===== config.mk =====
export PLATFORM = sky130hd
export DESIGN_NAME = reg_bank_reader
export DESIGN_NICKNAME = d
export VERILOG_FILES = /design/src/rtl/reg_bank_reader.sv
export SDC_FILE = /design/constraint.sdc
export NUM_CORES = 2
export LEC_CHECK = 0
export BUFFER_PORTS_ARGS = -buffer_cell sky130_fd_sc_hd__buf_2
export CAP_MARGIN = 20
export CORE_MARGIN = 4
export CORE_UTILIZATION = 58
export DETAILED_ROUTE_END_ITERATION = 16
export GPL_ROUTABILITY_DRIVEN = 0
export PLACE_DENSITY = 0.75
export SKIP_CTS_REPAIR_TIMING = 1
export SYNTH_ARGS = -nofsm -noshare
export SYNTH_HDL_FRONTEND = slang
export SYNTH_SLANG_ARGS = --single-unit
export TNS_END_PERCENT = 30

===== constraint.sdc =====
create_clock -name clock -period 4.65 [get_ports clock]
set_input_delay 0.93 -clock clock [delete_from_list [all_inputs] [get_ports clock]]
set_output_delay 0.93 -clock clock [all_outputs]
set_load 0.005 [all_outputs]

===== src/rtl/reg_bank_reader.sv =====
// 32 x 32-bit MIPS register bank with two registered read ports and write bypass.
// A dump engine streams every register out in ascending order, one word per cycle.
module reg_bank_reader #(
    parameter int          SP_INDEX = 29,
    parameter logic [31:0] SP_RESET = 32'h000000E3
) (
    input  logic        clock,
    input  logic        reset_n,
    input  logic        RegWrite,
    input  logic [4:0]  WriteReg,
    input  logic [31:0] WriteDataFio,
    input  logic [4:0]  ReadReg1,
    input  logic [4:0]  ReadReg2,
    input  logic        ReadEn,
    output logic [31:0] ReadData1,
    output logic [31:0] ReadData2,
    input  logic        DumpReq,
    output logic        DumpBusy,
    output logic        DumpValid,
    output logic [4:0]  DumpIdx,
    output logic [31:0] DumpData
);

    typedef enum logic {
        IDLE = 1'b0,
        RUN  = 1'b1
    } dump_state_t;

    logic [31:0] r_regs [32];
    dump_state_t r_state;
    dump_state_t w_next_state;
    logic [4:0]  r_idx;
    logic        w_dump_start;
    logic        w_write_en;
    logic [31:0] w_rd1_val;
    logic [31:0] w_rd2_val;
    logic [31:0] w_dump_val;

    assign w_write_en = RegWrite && (WriteReg != 5'd0);

    // A same-cycle write to the addressed register wins over the stored value; reg 0 is hardwired.
    function automatic logic [31:0] read_value(input logic [4:0] idx);
        if (idx == 5'd0)
            return 32'd0;
        if (w_write_en && (WriteReg == idx))
            return WriteDataFio;
        return r_regs[idx];
    endfunction

    assign w_rd1_val  = read_value(ReadReg1);
    assign w_rd2_val  = read_value(ReadReg2);
    assign w_dump_val = read_value(r_idx);

    always_comb begin
        w_next_state = r_state;
        w_dump_start = 1'b0;
        case (r_state)
            IDLE: begin
                if (DumpReq) begin
                    w_next_state = RUN;
                    w_dump_start = 1'b1;
                end
            end
            RUN: begin
                if (r_idx == 5'd31)
                    w_next_state = IDLE;
            end
            default: w_next_state = IDLE;
        endcase
    end

    // Busy covers the RUN cycles plus the cycle presenting the final beat.
    assign DumpBusy = (r_state == RUN) || DumpValid;

    always_ff @(posedge clock) begin
        if (!reset_n) begin
            for (int i = 0; i < 32; i++)
                r_regs[i] <= (i == SP_INDEX) ? SP_RESET : 32'd0;
            ReadData1 <= 32'd0;
            ReadData2 <= 32'd0;
            r_state   <= IDLE;
            r_idx     <= 5'd0;
            DumpValid <= 1'b0;
            DumpIdx   <= 5'd0;
            DumpData  <= 32'd0;
        end else begin
            if (w_write_en)
                r_regs[WriteReg] <= WriteDataFio;

            if (ReadEn) begin
                ReadData1 <= w_rd1_val;
                ReadData2 <= w_rd2_val;
            end

            r_state <= w_next_state;
            if (w_dump_start)
                r_idx <= 5'd0;
            else if (r_state == RUN)
                r_idx <= r_idx + 5'd1;

            DumpValid <= (r_state == RUN);
            if (r_state == RUN) begin
                DumpIdx  <= r_idx;
                DumpData <= w_dump_val;
            end
        end
    end

endmodule


==> impl_metrics.json <==
{
  "outcome": "completed",
  "synthCells": 4447,
  "fin_skew_ns": 0.03230,
  "setup-tns-final_ns": 0,
  "die_y_um": 345.7,
  "hp-start": "DumpIdx[3]",
  "grt_max_degree": 126,
  "syn_area_per_cell_um2": 14.87,
  "layout_commonest_cell": "edfxtp_1",
  "start_util_pct": 58.63,
  "critPathArrivalTime_ns": 3.79,
  "drt-pass1-iter-count": 8,
  "utilization_pct": 65.22,
  "synth_edf_count": 1024,
  "ys_async_sr_fraction_pct": 0,
  "totalWireLength_mm": 239.4,
  "clk_pin_slew_ns": 0.07,
  "pin_count": 155,
  "vias_per_cell": 7.712,
  "synth_top_family_by_area": "multiplexers",
  "ant_nets": 0,
  "critPathMaxFanout": 90,
  "cts_tree": "done",
  "min_period_ns": 3.182,
  "p_leak_nw": 24.52,
  "cp-start-kind": "flip-flop",
  "synth_cell_types": 52,
  "dr.first_iter.drc_count": 8679,
  "vias": 46580,
  "cts.sinks": 1137,
  "finalHoldViolCount": 0,
  "end_kind": "flip-flop",
  "r2r_end": "DumpData[17]",
  "wl_per_cell_um": 39.63,
  "synth-seq-cells": 1137,
  "dieArea_mm2": 0.1195,
  "max_cap_viol_count": 0,
  "tightest_slew_ns": 1.224,
  "hold_path_depth": 2,
  "grt_pass1_vias": 44910,
  "ff2ff_path_depth": 5,
  "htreeDepth": 3,
  "core-area_mm2": 0.1128,
  "dp_hpwl_mm": 147.3,
  "irDropWorstVdd_mv": 0.3205,
  "worstHoldEndpoint": "DumpIdx[3]",
  "rrSetupSlack_ns": 1.47,
  "antenna_found_initial": 21,
  "drive_gt1_share_pct": 30.52,
  "die_x_um": 345.7,
  "grt_overflow": 0,
  "fin_crit_sh_pct": 68.43,
  "syn2layout_area_growth_pct": 11.24,
  "slew_headroom_pct": 18.21,
  "synth_fa_ha_area_share_pct": 0.05675,
  "final_cell_mix": "edfxtp_1 (1024), and2_1 (988), mux4_2 (768)",
  "rsz0062_at_grt": "no",
  "grt_pass1_wl_mm": 334.3,
  "ys_seq_area_share_pct": 49.91,
  "cts-buffers-inserted": 120,
  "synth_top_flop_cell": "edfxtp_1",
  "power.density_mw_per_mm2": 355.4,
  "netlist_area_mm2": 0.06614,
  "final_nets": 4475,
  "synthXorXnorAreaFrac_pct": 0.2251,
  "synth-simple-area-share_pct": 10.91,
  "synth_mux_area_share_pct": 29.13,
  "totalPowerFinal_mw": 26.15,
  "cts_buffer_depth": 3,
  "synth_compound_area_share_pct": 5.936,
  "max_freq_mhz": 314.2,
  "drc_errors": 0,
  "yosys_warnings": 0,
  "setup_viol": 0,
  "num_rows": 123,
  "grt.total_usage_pct": 39.55,
  "io_buffers": 154,
  "finalMaxSlewViolations": 0,
  "worstSkewPairLatency_ns": 0.75,
  "critPathRequiredTime_ns": 5.26,
  "worstSetupPathType": "reg -> reg",
  "hp-class": "reg -> reg",
  "cts_root_buf": "clkbuf_16"
}
==> cells by family (layout without fill, tap and decap cells) <==
kind of cell | Yosys count | in the layout
simple gates | 1222 | 1222
flops | 1137 | 1137
mux | 965 | 965
buf+inv | 577 | 624
compound gates | 525 | 525
xor+xnor | 17 | 17
fa+ha+maj | 3 | 3
other cells | 1 | 47
==> report_power, final <==
group          internal (mW)  leakage, nW  switching [mW]
Sequential              11.7         10.7           0.504
Combinational           1.59         11.8            1.94
Clock                   6.17         2.08            4.23
Total                   19.5         24.5            6.68
==> per-layer routing <==
layer	GRT usage [%]	wire length [um]	share of wire, %	up-vias
met4	23.16	17510	7.3	10
li1	-	-	-	17510
met3	15.53	42310	18	1023
met1	51.22	75760	32	23270
met2	57.10	103700	43	4771
met5	0	69	0.029	-
==> worst max-delay path by stage <==
stage / from / to / slack, ns
floorplan: WriteReg[2] / r_regs[12][0] / 0.01
detailed placement: WriteReg[2] / r_regs[20][18] / 0.89
global route: flip-flop / DumpData[17] / 1.40
CTS: flip-flop / DumpData[17] / 1.61
global placement: WriteReg[2] / r_regs[20][18] / 0.96
finish: flip-flop / DumpData[17] / 1.47
==> state kept, by name (all words and copies together) (netlist names), named ones only <==
name       cells
ReadData1     32
DumpValid      1
r_regs      1024
r_idx          5
DumpData      32
DumpIdx        5
ReadData2     32
r_state        1
==> worst max-delay path, cell delays in order, from the launching register on <==
cell and delay, ns:
dfxtp_4 0.71, buf_12 0.57, mux4_2 0.63, mux2i_1 0.56
a211o_1 0.23, o21ai_1 0.07
==> cell usage after synthesis, types with 4 or more instances <==
| master | number | share of area (%) |
|---|---|---|
| nor2_1 | 114 | 0.65 |
| o221ai_1 | 64 | 0.85 |
| clkinv_1 | 63 | 0.36 |
| xor2_1 | 16 | 0.21 |
| nand2_1 | 67 | 0.38 |
| buf_4 | 15 | 0.17 |
| dfxtp_1 | 113 | 3.4 |
| inv_1 | 7 | 0.040 |
| a21oi_1 | 40 | 0.30 |
| a22o_1 | 128 | 1.7 |
| buf_1 | 21 | 0.12 |
| o21ai_0 | 32 | 0.24 |
| a22oi_1 | 160 | 1.8 |
| buf_6 | 22 | 0.37 |
| edfxtp_1 | 1024 | 46 |
| mux4_2 | 768 | 26 |
| mux2i_1 | 197 | 3.0 |
| nor2b_1 | 7 | 0.066 |
| o21ai_1 | 31 | 0.23 |
| clkbuf_2 | 6 | 0.045 |
| buf_2 | 111 | 0.84 |
| or3_1 | 8 | 0.076 |
| clkbuf_1 | 331 | 1.9 |
| nand4_1 | 5 | 0.047 |
| and2_1 | 992 | 9.4 |
| a211o_1 | 32 | 0.42 |
| nand3_1 | 4 | 0.030 |
| o22ai_1 | 32 | 0.30 |
| nor3_1 | 5 | 0.038 |
==> cell type report <==
class / count / area, um2
Inverter: 71 / 266.5
Timing Repair Buffer: 326 / 2685
Multi-Input combinational cell: 2764 / 31430
Antenna cell: 15 / 37.54
Tap cell: 1500 / 1877
Sequential cell: 1137 / 33020
Clock inverter: 65 / 872.1
Clock buffer: 162 / 3386
Fill cell: 7751 / 39230
==> stage by stage <==
stage	hold slack, ns	instances	area, um2	setup slack (ns)
after floorplan	0.4498	4478	66260	0.01253
after global placement	0.4711	5797	69260	0.9588
after detailed placement	0.4807	5798	69280	0.8944
after CTS	0.4893	6025	73540	1.610
after global routing	0.5259	6025	73540	1.401
final	0.4959	6040	73580	1.468
Power figures use the tool's default switching activity.
